### src/rtl/dac_code_sequencer_if.sv
// Host-side bus of the DAC code sequencer.
//   master : host (drives targets, enable, flush, step rate; observes status)
//   slave  : sequencer
// Signals:
//   in_valid/in_ready/in_code : target-code push handshake
//   enable                    : run (1) / freeze (0)
//   flush                     : clear FIFO and abort the current target
//   step_div                  : cycles between LSB steps minus 1
//   code_out                  : registered code to the thermometer decoder
//   busy/done/fifo_cnt        : status
interface dac_code_sequencer_if #(
    parameter int CODE_W = 4,
    parameter int DIV_W  = 8,
    parameter int CNT_W  = 3
);
    logic              in_valid;
    logic              in_ready;
    logic [CODE_W-1:0] in_code;
    logic              enable;
    logic              flush;
    logic [DIV_W-1:0]  step_div;
    logic [CODE_W-1:0] code_out;
    logic              busy;
    logic              done;
    logic [CNT_W-1:0]  fifo_cnt;

    modport master (
        output in_valid, in_code, enable, flush, step_div,
        input  in_ready, code_out, busy, done, fifo_cnt
    );

    modport slave (
        input  in_valid, in_code, enable, flush, step_div,
        output in_ready, code_out, busy, done, fifo_cnt
    );
endinterface

### src/rtl/dac_code_sequencer.sv
// Slew-limited DAC code sequencer. Target codes are buffered in a small FIFO;
// the registered output code walks one LSB at a time toward each target at a
// rate of one step per (step_div+1) enabled cycles, waits SETTLE_CYC cycles
// after arriving, then pulses done for one cycle.
// Ports:
//   clk     : clock, rising edge
//   resetb  : synchronous reset, active low
//   bus     : dac_code_sequencer_if.slave (push handshake, control, status)
module dac_code_sequencer #(
    parameter int                CODE_W     = 4,
    parameter int                DEPTH      = 4,
    parameter int                DIV_W      = 8,
    parameter int                SETTLE_CYC = 2,
    parameter logic [CODE_W-1:0] RESET_CODE = 4'hF
) (
    input  logic                  clk,
    input  logic                  resetb,
    dac_code_sequencer_if.slave   bus
);
    localparam int PTR_W  = $clog2(DEPTH);
    localparam int CNT_W  = PTR_W + 1;
    localparam int SCNT_W = (SETTLE_CYC < 1) ? 1 : $clog2(SETTLE_CYC + 1);

    typedef enum logic [1:0] {
        ST_IDLE,
        ST_RAMP,
        ST_SETTLE
    } state_t;

    state_t              state_q, state_d;
    logic [CODE_W-1:0]   code_q, code_d;
    logic [CODE_W-1:0]   target_q, target_d;
    logic [DIV_W-1:0]    cnt_q, cnt_d;
    logic [SCNT_W-1:0]   scnt_q, scnt_d;
    logic                done_q, done_d;
    logic                busy_q, busy_d;
    logic                in_ready_q, in_ready_d;
    logic [PTR_W-1:0]    wr_ptr_q, wr_ptr_d;
    logic [PTR_W-1:0]    rd_ptr_q, rd_ptr_d;
    logic [CNT_W-1:0]    count_q, count_d;
    logic [CODE_W-1:0]   mem_q [DEPTH];

    logic                push;
    logic                pop;
    logic [CODE_W-1:0]   head;

    always_comb begin
        state_d    = state_q;
        code_d     = code_q;
        target_d   = target_q;
        cnt_d      = cnt_q;
        scnt_d     = scnt_q;
        done_d     = 1'b0;
        wr_ptr_d   = wr_ptr_q;
        rd_ptr_d   = rd_ptr_q;
        count_d    = count_q;
        pop        = 1'b0;
        head       = mem_q[rd_ptr_q];
        // in_ready_q already reflects !full, so a full FIFO refuses a push
        // even when a pop happens in the same cycle.
        push       = bus.in_valid && in_ready_q && !bus.flush;

        case (state_q)
            ST_IDLE: begin
                if (bus.enable && (count_q != '0) && !bus.flush) begin
                    pop      = 1'b1;
                    target_d = head;
                    cnt_d    = bus.step_div;
                    if (head != code_q) begin
                        state_d = ST_RAMP;
                    end else begin
                        state_d = ST_SETTLE;
                        scnt_d  = SCNT_W'(SETTLE_CYC);
                    end
                end
            end
            ST_RAMP: begin
                if (bus.flush) begin
                    state_d = ST_IDLE;
                end else if (bus.enable) begin
                    if (cnt_q != '0) begin
                        cnt_d = cnt_q - DIV_W'(1);
                    end else begin
                        // Target differs from code while ramping, so the
                        // step never wraps past 0 or full scale.
                        code_d = (target_q > code_q) ? code_q + CODE_W'(1)
                                                     : code_q - CODE_W'(1);
                        cnt_d  = bus.step_div;
                        if (code_d == target_q) begin
                            state_d = ST_SETTLE;
                            scnt_d  = SCNT_W'(SETTLE_CYC);
                        end
                    end
                end
            end
            ST_SETTLE: begin
                if (bus.flush) begin
                    state_d = ST_IDLE;
                end else if (bus.enable) begin
                    if (scnt_q != '0) begin
                        scnt_d = scnt_q - SCNT_W'(1);
                    end else begin
                        done_d  = 1'b1;
                        state_d = ST_IDLE;
                    end
                end
            end
            default: state_d = ST_IDLE;
        endcase

        if (bus.flush) begin
            wr_ptr_d = '0;
            rd_ptr_d = '0;
            count_d  = '0;
        end else begin
            if (push) wr_ptr_d = wr_ptr_q + PTR_W'(1);
            if (pop)  rd_ptr_d = rd_ptr_q + PTR_W'(1);
            count_d = count_q + CNT_W'(push) - CNT_W'(pop);
        end

        in_ready_d = (count_d != CNT_W'(DEPTH));
        busy_d     = (state_d != ST_IDLE);
    end

    always_ff @(posedge clk) begin
        if (!resetb) begin
            state_q    <= ST_IDLE;
            code_q     <= RESET_CODE;
            target_q   <= '0;
            cnt_q      <= '0;
            scnt_q     <= '0;
            done_q     <= 1'b0;
            busy_q     <= 1'b0;
            in_ready_q <= 1'b1;
            wr_ptr_q   <= '0;
            rd_ptr_q   <= '0;
            count_q    <= '0;
        end else begin
            state_q    <= state_d;
            code_q     <= code_d;
            target_q   <= target_d;
            cnt_q      <= cnt_d;
            scnt_q     <= scnt_d;
            done_q     <= done_d;
            busy_q     <= busy_d;
            in_ready_q <= in_ready_d;
            wr_ptr_q   <= wr_ptr_d;
            rd_ptr_q   <= rd_ptr_d;
            count_q    <= count_d;
        end
    end

    // FIFO storage carries no reset; occupancy is tracked by count_q.
    always_ff @(posedge clk) begin
        if (resetb && push) begin
            mem_q[wr_ptr_q] <= bus.in_code;
        end
    end

    assign bus.code_out = code_q;
    assign bus.busy     = busy_q;
    assign bus.done     = done_q;
    assign bus.in_ready = in_ready_q;
    assign bus.fifo_cnt = count_q;
endmodule

### src/flat_wrapper.sv
// flat-port wrapper written by rule: the top's interface ports become plain ports
module dac_code_sequencer_flat 
#(
    parameter int                CODE_W     = 4,
    parameter int                DEPTH      = 4,
    parameter int                DIV_W      = 8,
    parameter int                SETTLE_CYC = 2,
    parameter logic [CODE_W-1:0] RESET_CODE = 4'hF
)
  (clk, resetb, bus_in_valid, bus_in_code, bus_enable, bus_flush, bus_step_div, bus_in_ready, bus_code_out, bus_busy, bus_done, bus_fifo_cnt);
  dac_code_sequencer_if #(.CODE_W(CODE_W), .DIV_W(DIV_W), .CNT_W((3))) bus_i ();
  input  logic clk;
  input  logic resetb;
  input wire logic [$bits(bus_i.in_valid)-1:0] bus_in_valid;
  input wire logic [$bits(bus_i.in_code)-1:0] bus_in_code;
  input wire logic [$bits(bus_i.enable)-1:0] bus_enable;
  input wire logic [$bits(bus_i.flush)-1:0] bus_flush;
  input wire logic [$bits(bus_i.step_div)-1:0] bus_step_div;
  output wire logic [$bits(bus_i.in_ready)-1:0] bus_in_ready;
  output wire logic [$bits(bus_i.code_out)-1:0] bus_code_out;
  output wire logic [$bits(bus_i.busy)-1:0] bus_busy;
  output wire logic [$bits(bus_i.done)-1:0] bus_done;
  output wire logic [$bits(bus_i.fifo_cnt)-1:0] bus_fifo_cnt;
  assign bus_i.in_valid = bus_in_valid;
  assign bus_i.in_code = bus_in_code;
  assign bus_i.enable = bus_enable;
  assign bus_i.flush = bus_flush;
  assign bus_i.step_div = bus_step_div;
  assign bus_in_ready = bus_i.in_ready;
  assign bus_code_out = bus_i.code_out;
  assign bus_busy = bus_i.busy;
  assign bus_done = bus_i.done;
  assign bus_fifo_cnt = bus_i.fifo_cnt;
  dac_code_sequencer #(.CODE_W(CODE_W), .DEPTH(DEPTH), .DIV_W(DIV_W), .SETTLE_CYC(SETTLE_CYC), .RESET_CODE(RESET_CODE)) u_core (.clk(clk), .resetb(resetb), .bus(bus_i));
endmodule
### config.mk
export PLATFORM = sky130hd
export DESIGN_NAME = dac_code_sequencer_flat
export DESIGN_NICKNAME = d
export VERILOG_FILES = /design/src/rtl/dac_code_sequencer_if.sv /design/src/rtl/dac_code_sequencer.sv /design/src/flat_wrapper.sv
export SDC_FILE = /design/constraint.sdc
export NUM_CORES = 1
export LEC_CHECK = 0
export ABC_CLOCK_PERIOD_IN_PS = 4400
export CAP_MARGIN = 25
export CORE_MARGIN = 5
export CORE_UTILIZATION = 42
export CTS_BUF_LIST = sky130_fd_sc_hd__clkbuf_4 sky130_fd_sc_hd__clkbuf_8
export CTS_CLUSTER_DIAMETER = 80
export DETAILED_ROUTE_END_ITERATION = 8
export GPL_TIMING_DRIVEN = 0
export MAX_ROUTING_LAYER = met4
export PLACE_DENSITY_LB_ADDON = 0.3
export SYNTH_ARGS = -nofsm -noshare
export SYNTH_HDL_FRONTEND = slang
export SYNTH_SLANG_ARGS = --single-unit
export TNS_END_PERCENT = 20
### constraint.sdc
create_clock -name clk -period 4.4 [get_ports clk]
set_clock_uncertainty 0.15 [all_clocks]
set_input_delay 0.44 -clock clk [delete_from_list [all_inputs] [get_ports clk]]
set_output_delay 0.44 -clock clk [all_outputs]
set_load 0.01 [all_outputs]
==> results.sh, run 1 <==
export IMPL_outcome="completed"
export IMPL_flow_area_growth_from_synthesis_pct=18.5
export IMPL_critPathKind="flip-flop to flip-flop"
export IMPL_critical_path_max_stage_delay_ns=0.45
export IMPL_timing_setup_tns_ns=0
export IMPL_synthCells=255
export IMPL_synth_seq_cells=48
export IMPL_dr_pass1_iters=4
export IMPL_postSynthAreaPerCell_um2=9.88
export IMPL_r2r_end="u_core.scnt_q[1]"
export IMPL_number_of_cell_rows=28
export IMPL_worstSkewPairLatency_ns=0.30
export IMPL_worst_r2r_path_depth=11
export IMPL_cp_max_fo=5
export IMPL_final_worst_path_cycle_share_pct=82.8
export IMPL_place_hpwl_um=3610
export IMPL_ys_warn_count=0
export IMPL_routed_wire_length_per_instance_um=13.2
export IMPL_cts_htree_levels=2
export IMPL_maxCapViolCount=0
export IMPL_route_final_wire_length_um=4810
export IMPL_setup_viol=0
export IMPL_leakage_nw=1.12
export IMPL_drt_iter0_markers=55
export IMPL_cp_end_kind="flip-flop"
export IMPL_rsz0062_at_grt="false"
export IMPL_placeableCoreArea_um2=5890
export IMPL_post_layout_total_power_mw=0.867
export IMPL_start_util_pct=42.8
export IMPL_cts_inserted_buffers=5
export IMPL_cts_reportedPaths_clkPinSlew_ns=0.09
export IMPL_worst_r2r_startpoint="u_core.bus.code_out[1]"
export IMPL_most_common_cell_after_layout_fill_and_taps_aside="dfxtp_1"
export IMPL_worstPathCellList="inv_1 > ha_1 > a2111oi_2 > nor2_1 > fa_1 > xnor3_1 > nor3_2 > nand2_1 > or3_4 > a311oi_2 > o211a_1"
export IMPL_grt_start_max_net_pins=16
export IMPL_holdWs_ns=0.312
export IMPL_vias_in_the_first_global_route=1821
export IMPL_grt_overflow_total=0
export IMPL_pin_count=27
export IMPL_post_cts_resized=0
export IMPL_launching_element_type_of_the_critical_path="flip-flop"
export IMPL_mostFrequentLayoutCells="dfxtp_1 (32), nand2_1 (27), clkdlybuf4s50_1 (26)"
export IMPL_synth_cell_type_count=50
export IMPL_dr_total_vias=1850
export IMPL_synthesis_nets=288
export IMPL_portBuffers=26
export IMPL_period_minus_slack_ns=3.65
export IMPL_post_route_util_pct=50.7
export IMPL_hold_viol=0
export IMPL_globalRouteTotalUtil_pct=14.4
export IMPL_die_width_um=87.5
export IMPL_die_area_um2=7650
export IMPL_number_of_buffers_inserted_by_post_cts_setup_repair=0
export IMPL_layout_drive_gt1_share_pct=7.27
export IMPL_setup_slack_of_the_worst_register_to_register_path_ns=0.75
export IMPL_layout_nets=321
export IMPL_worstPathArrival_ns=3.75
export IMPL_synth_sequential_area_ratio_pct=44.5
export IMPL_chipHeight_um=87.5
export IMPL_power_density_nw_per_um2=291
export IMPL_synth_edf_count=16
export IMPL_cts_sinks=48
export IMPL_antenna_found_initial=0
export IMPL_final_max_slew_violation_count=0
export IMPL_gpl_final_weighted_congestion=0.785
export IMPL_detailedPlace_worstSlack_ns=0.754
export IMPL_max_slew_margin_pct=35.5
export IMPL_synthFlopType="dfxtp_1"
export IMPL_cp_slowest_cell="fa_1"
export IMPL_clk_tree_root_cell="clkbuf_8"
export IMPL_final_critical_path_setup_slack_ns=0.755
export IMPL_via_per_inst=5.08
export IMPL_syn_cell_area_um2=2520
export IMPL_min_from="u_core.scnt_q[0]"
export IMPL_min_to="u_core.scnt_q[0]"
export IMPL_grt_first_pass_wirelength_um=8460
export IMPL_peakVddDrop_uv=194
export IMPL_postRouteAntennaNets=0
export IMPL_drc=0
export IMPL_cp_required_ns=4.50
export IMPL_async_reset_ff_share_pct=0
export IMPL_cts_hold_fix_buffers=0
export IMPL_antenna_cells=0
export IMPL_max_slew_worst_pin_slew_ns=0.960
export IMPL_clk_path_buf_depth=2
export IMPL_worst_min_delay_path_class="flip-flop to flip-flop"
export IMPL_timing_fmax_mhz=274
export IMPL_cts_tree="done"
export IMPL_hold_path_cell_count=1
cell usage after synthesis (4+ instances only):
cell | instances | area [µm²]
o21ai_0 | 14 | 70.1
mux4_1 | 4 | 105
xnor2_1 | 14 | 123
edfxtp_1 | 16 | 480
nor3_1 | 9 | 45.0
inv_1 | 19 | 71.3
a21boi_0 | 4 | 30.0
and2_1 | 8 | 50.1
nand2_1 | 27 | 101
a21oi_1 | 15 | 75.1
nor2_1 | 21 | 78.8
dfxtp_1 | 32 | 641
ha_1 | 14 | 175
critical path, delay by kind of cell (launching register included):
family	cells	cell delay, ns
AOI/OAI and AO/OA	3	0.91
DFF	1	0.43
and+or+nand+nor	4	0.82
xor gates and xnor gates	1	0.39
buffers and inverters	1	0.11
adders and majority gates	2	0.78
per-layer routing:
layer,up-vias,GRT usage [%],share of wire [%]
li1,963,-,-
met1,846,18.6,49
met2,33,22.6,45
met3,8,3.41,4.3
met4,0,4.18,1.5
met5,-,-,0
kinds of logic after synthesis:
logic type	after synthesis	synth area share [%]
simple gates	92	18.6
compound gates	52	13.6
flops	48	44.5
buf+inv	27	4.52
xor+xnor	16	6.11
fa+ha+maj	16	8.54
mux	4	4.17
per-stage QoR:
stage                     std cells  cell area [µm²]
after floorplan                 255             2520
after global placement          356             2870
after detailed placement        356             2870
after CTS                       364             2990
after global routing            364             2990
final                           364             2990
layout make-up:
type                            count  area, µm²
Sequential cell                    48       1120
Clock inverter                      3       42.5
Multi-Input combinational cell    180       1280
Buffer                              7       38.8
Tap cell                           75       93.8
Fill cell                         561       2900
Inverter                           20       75.1
Clock buffer                        5       68.8
Timing Repair Buffer               26        260
worst max-delay path by stage:
stage / endpoint / cells after the start / slack, ns / from
final: u_core.scnt_q[1] / 11 / 0.75 / u_core.bus.code_out[1]
after floorplan: u_core.scnt_q[0] / 11 / 1.00 / u_core.bus.code_out[1]
after CTS: u_core.scnt_q[1] / 11 / 0.72 / u_core.bus.code_out[1]
after detailed placement: u_core.scnt_q[0] / 11 / 0.75 / u_core.bus.code_out[1]
after global placement: u_core.scnt_q[0] / 11 / 0.76 / u_core.bus.code_out[1]
after global routing: u_core.scnt_q[0] / 11 / 0.47 / u_core.bus.code_out[1]
where the power goes:
part / total, mW / switching (mW) / leakage (nW) / internal, mW
logic: 0.0750 / 0.0363 / 0.666 / 0.0387
clock network: 0.322 / 0.154 / 0.0503 / 0.168
registers: 0.470 / 0.00615 / 0.403 / 0.464
total: 0.867 / 0.197 / 1.12 / 0.671
registers in the layout, indices dropped and copies added (netlist names), named ones only:
signal,count
u_core.state_q,2
u_core.wr_ptr_q,2
u_core.bus.busy,1
u_core.bus.code_out,4
u_core.rd_ptr_q,2
u_core.bus.fifo_cnt,3
u_core.scnt_q,2
u_core.bus.in_ready,1
u_core.mem_q,16
u_core.target_q,4
u_core.cnt_q,8
u_core.bus.done,1
Power figures use the tool's default switching activity.
==> run 2: changes to the inputs <==
--- a/config.mk
+++ b/config.mk
@@ -5,7 +5,7 @@
 export SDC_FILE = /design/constraint.sdc
 export NUM_CORES = 1
 export LEC_CHECK = 0
-export ABC_CLOCK_PERIOD_IN_PS = 4400
+export ABC_CLOCK_PERIOD_IN_PS = 3510
 export CAP_MARGIN = 25
 export CORE_MARGIN = 5
 export CORE_UTILIZATION = 42
==> constraint.sdc (replaced) <==
create_clock -name clk -period 3.51 [get_ports clk]
set_clock_uncertainty 0.15 [all_clocks]
set_input_delay 0.351 -clock clk [delete_from_list [all_inputs] [get_ports clk]]
set_output_delay 0.351 -clock clk [all_outputs]
set_load 0.01 [all_outputs]
==> results.sh, run 2 (same netlist as run 1, synthesis figures left out) <==
export IMPL_layout_nets=322
export IMPL_chipHeight_um=87.5
export IMPL_power_density_nw_per_um2=356
export IMPL_cp_end_kind="flip-flop"
export IMPL_vias_in_the_first_global_route=1846
export IMPL_postRouteAntennaNets=0
export IMPL_launching_element_type_of_the_critical_path="flip-flop"
export IMPL_dr_total_vias=1872
export IMPL_multi_input_area_um2=1350
export IMPL_max_slew_worst_pin_slew_ns=0.968
export IMPL_max_slew_margin_pct=35.0
export IMPL_final_worst_path_cycle_share_pct=95.0
export IMPL_mostFrequentLayoutCells="dfxtp_1 (28), nand2_1 (27), clkdlybuf4s50_1 (26)"
export IMPL_worst_min_delay_path_class="flip-flop to flip-flop"
export IMPL_critPathKind="flip-flop to flip-flop"
export IMPL_grt_overflow_total=0
export IMPL_seq_power_share_pct=54.0
export IMPL_placeableCoreArea_um2=5890
export IMPL_timing_setup_tns_ns=0
export IMPL_dr_pass1_iters=4
export IMPL_internal_power_mw=0.841
export IMPL_cp_required_ns=3.61
export IMPL_final_area_um2=3070
export IMPL_power_clock_fraction_pct=37.3
export IMPL_layout_drive_gt1_share_pct=11.4
export IMPL_holdWs_ns=0.316
export IMPL_register_area_um2=1130
export IMPL_die_area_um2=7650
export IMPL_largest_register="u_core.mem_q"
export IMPL_switching_share_pct=22.9
export IMPL_number_of_cell_rows=28
export IMPL_start_util_pct=42.8
export IMPL_flow_area_growth_from_synthesis_pct=21.7
export IMPL_hold_viol=0
export IMPL_worstPathArrival_ns=3.44
export IMPL_worstSkewPairLatency_ns=0.31
export IMPL_cts_reportedPaths_clkPinSlew_ns=0.10
export IMPL_cp_max_fo=4
export IMPL_largest_register_ff_count=16
export IMPL_post_layout_total_power_mw=1.09
export IMPL_final_max_slew_violation_count=0
export IMPL_grt_start_max_net_pins=16
export IMPL_clk_path_buf_depth=2
export IMPL_rsz0062_at_grt="false"
export IMPL_place_area_um2=2870
export IMPL_drt_iter0_markers=80
export IMPL_timing_fmax_mhz=300
export IMPL_gpl_final_weighted_congestion=0.785
export IMPL_share_comb_of_total_power_pct=8.7
export IMPL_route_final_wire_length_um=4970
export IMPL_most_common_cell_after_layout_fill_and_taps_aside="dfxtp_1"
export IMPL_antenna_found_initial=0
export IMPL_via_per_inst=5.13
export IMPL_place_hpwl_um=3610
export IMPL_pin_count=27
export IMPL_cts_sinks=48
export IMPL_grt_first_pass_wirelength_um=8570
export IMPL_cts_inserted_buffers=5
export IMPL_antenna_cells=0
export IMPL_cts_tree="done"
export IMPL_peakVddDrop_uv=245
export IMPL_outcome="completed"
export IMPL_routed_wire_length_per_instance_um=13.6
export IMPL_power_switching_mw=0.250
export IMPL_cts_htree_levels=2
export IMPL_cts_hold_fix_buffers=0
export IMPL_globalRouteTotalUtil_pct=14.7
export IMPL_clk_tree_root_cell="clkbuf_8"
export IMPL_fillCellCount=547
export IMPL_layout_top_registers="u_core.mem_q (16), u_core.cnt_q (8)"
export IMPL_leakage_nw=1.12
export IMPL_maxCapViolCount=0
export IMPL_period_minus_slack_ns=3.34
export IMPL_portBuffers=26
export IMPL_drc=0
export IMPL_die_width_um=87.5
export IMPL_setup_viol=0
## run 2: final timing paths
kind,startpoint,to,slack (ns),cells after the start
min reg2reg,u_core.scnt_q[0],u_core.scnt_q[0],0.32,1
max,u_core.bus.code_out[2],u_core.scnt_q[1],0.17,12
max reg2reg,u_core.bus.code_out[2],u_core.scnt_q[1],0.17,12
min,u_core.scnt_q[0],u_core.scnt_q[0],0.32,1
## run 2: timing repair
| item | 4_1_cts | 5_1_grt |
|---|---|---|
| endpoints found under the setup margin | 2 | 2 |
| pin swaps | 0 | 4 |
| setup buffers | 0 | 1 |
| gates resized for setup | 4 | 12 |
## run 2: cell type report
class / instances / share of cell area (%)
multi-input combinational: 180 / 44.1
sequential: 48 / 36.8
timing repair buffer: 27 / 8.73
tap: 75 / 3.06
inverter: 20 / 2.45
clock buffer: 5 / 2.24
clock inverter: 3 / 1.39
buffer: 7 / 1.26
## run 2: layer usage
layer / wire length, µm / global-route usage (%) / vias to the layer above
li1: - / - / 966
met1: 2390 / 18.6 / 859
met2: 2300 / 23.2 / 37
met3: 203 / 3.50 / 10
met4: 78 / 4.46 / 0
met5: 0 / - / -
## run 2: metrics by stage
stage	cells	util (%)	worst slack, ns
after floorplan	255	-	0.112
after global placement	356	48.8	-0.129
after detailed placement	356	48.8	-0.136
after CTS	364	51.0	0.00417
after global routing	365	52.1	0.0255
final	365	52.1	0.174
## run 2: power by group through the flow
stage,combinational (mW),sequential (mW),clock (mW)
global placement,0.0935,0.602,0
floorplan,0.0559,0.602,0
finish,0.0952,0.589,0.407
global route,0.107,0.591,0.442
detailed placement,0.0948,0.603,0
CTS,0.0957,0.590,0.415
## run 2: critical path: stages (launching register included)
cell	delay, ns
dfxtp_2	0.39
inv_1	0.07
ha_1	0.25
a2111oi_4	0.45
nor2_4	0.09
inv_1	0.12
ha_4	0.22
xnor3_1	0.37
nor3_2	0.25
nand2_1	0.07
or3_4	0.34
a311oi_4	0.32
o211a_1	0.18
==> RTL change, RTL diff (flow settings as in run 1) <==
Re-encode `state_t` (3 states) as one-hot, 3 bits wide.
--- a/src/rtl/dac_code_sequencer.sv
+++ b/src/rtl/dac_code_sequencer.sv
@@ -21,10 +21,10 @@
     localparam int CNT_W  = PTR_W + 1;
     localparam int SCNT_W = (SETTLE_CYC < 1) ? 1 : $clog2(SETTLE_CYC + 1);
 
-    typedef enum logic [1:0] {
-        ST_IDLE,
-        ST_RAMP,
-        ST_SETTLE
+    typedef enum logic [2:0] {
+        ST_IDLE   = 3'b001,
+        ST_RAMP   = 3'b010,
+        ST_SETTLE = 3'b100
     } state_t;
 
     state_t              state_q, state_d;
Behaviour: no difference found for any inputs over 10 cycles, from zero or initial values and one cycle with resetb low; not proved beyond that.
==> RTL change against run 1 <==
- synthesized area grew 0.99%
- synthesized cell count shrank 0.39%
- wire length shrank 3.5%
- final area grew 0.25%
- total power shrank 4.5%
- worst hold slack gained 0.013 ns
- sequential cell count grew 1
- worst setup slack gained 0.20 ns
==> RTL change: results (changes against run 1) <==
status - finished clean
cell area after placement - 0.00290 mm^2 (+0.87%)
critical path's slowest cell - or3_1
top cells by count, synth - 33 x dfxtp_1, 20 x inv_1, 20 x nor2_1, 20 x o21ai_0, 16 x edfxtp_1
Worst R2R Path Depth - 12 (+1)
DR iter-0 viols - 92 (+67%)
static leakage - 1.12 nW (about the same)
metal2 WL - 2.26 mm (+3.5%)
WP data arrival - 3.45 ns (-0.30 ns)
Synth Area in XOR/XNOR - 5.85% (-0.26 points)
max-slew headroom at the worst pin - 57.9% (+22 points)
Peak VDD IR - 0.000275 V (+42%)
Distinct cells, synth - 45 (-10%)
DRT met1 WL - 2.12 mm (-9.5%)
CTS root buf - clkbuf_8
DRT Pass-1 Iters - 4 (unchanged)
Synth Area in Compound Gates - 12.9% (-0.62 points)
Placer Congestion - 0.830 (+5.8%)
sequential element share of the synthesized area - 44.8% (+0.35 points)
first-pass GRT wire length - 7.84 mm (-7.3%)
detailed placer's ending HPWL - 3.57 mm (-1.1%)
synthesized area per cell - 10.0 um^2 (+1.4%)
vias post-DR - 1,848 (-0.11%)
vias in the first global route - 1,737 (-4.6%)
final-layout fill cell count - 566 (+0.89%)
Placed Cells incl. Taps - 355 (-0.28%)
final setup margin - 0.957 ns (+0.202 ns)
Hold WS - 0.324 ns (+0.0129 ns)
share of post-route cells with drive strength above 1 - 5.56% (-1.7 points)
synth top area cells - dfxtp_1 26%, edfxtp_1 19%, ha_1 6.9%
GRT Total Usage - 13.2% (-1.2 points)
crit-path max FO - 4 (-1)
Post-Layout Cell Count - 363 (-0.27%)
Adder-Cell Fraction of Synth Area - 8.46% (-0.084 points)
syn_nets - 287 (-0.35%)
mux share of post-synthesis cell area - 6.10% (+1.9 points)
RTL change: changes by cell type after synthesis, sizes merged, moves of 3 or more:
cell	before	now
nor3	11	6
nand2	27	13
mux2i	0	5
nor3b	2	5
a31oi	0	3
a21boi	5	2
nor2b	3	10
o21ai	14	20
RTL change: area by class of cell:
type	count	area (um^2)	area share, %
buffer	8	37.5	1.25
clock buffer	5	68.8	2.30
clock inverter	3	25.0	0.836
inverter	20	75.1	2.51
multi-input combinational	177	1290	43.1
sequential	49	1140	38.1
tap	75	93.8	3.14
timing repair buffer	26	260	8.70
RTL change: per-layer routing:
metal  track usage [%]  vias up
met5                 -        -
met4              3.63        0
met3              2.92        5
met2              22.5       25
met1              15.7      857
li1                  -      961
RTL change: power groups by stage:
stage                     sequential [mW]  combinational, mW  clock [mW]
after floorplan                     0.489             0.0442           0
after global placement              0.489             0.0751           0
after detailed placement            0.490             0.0762           0
after CTS                           0.479             0.0770       0.287
after global routing                0.481             0.0849       0.304
final                               0.479             0.0760       0.273
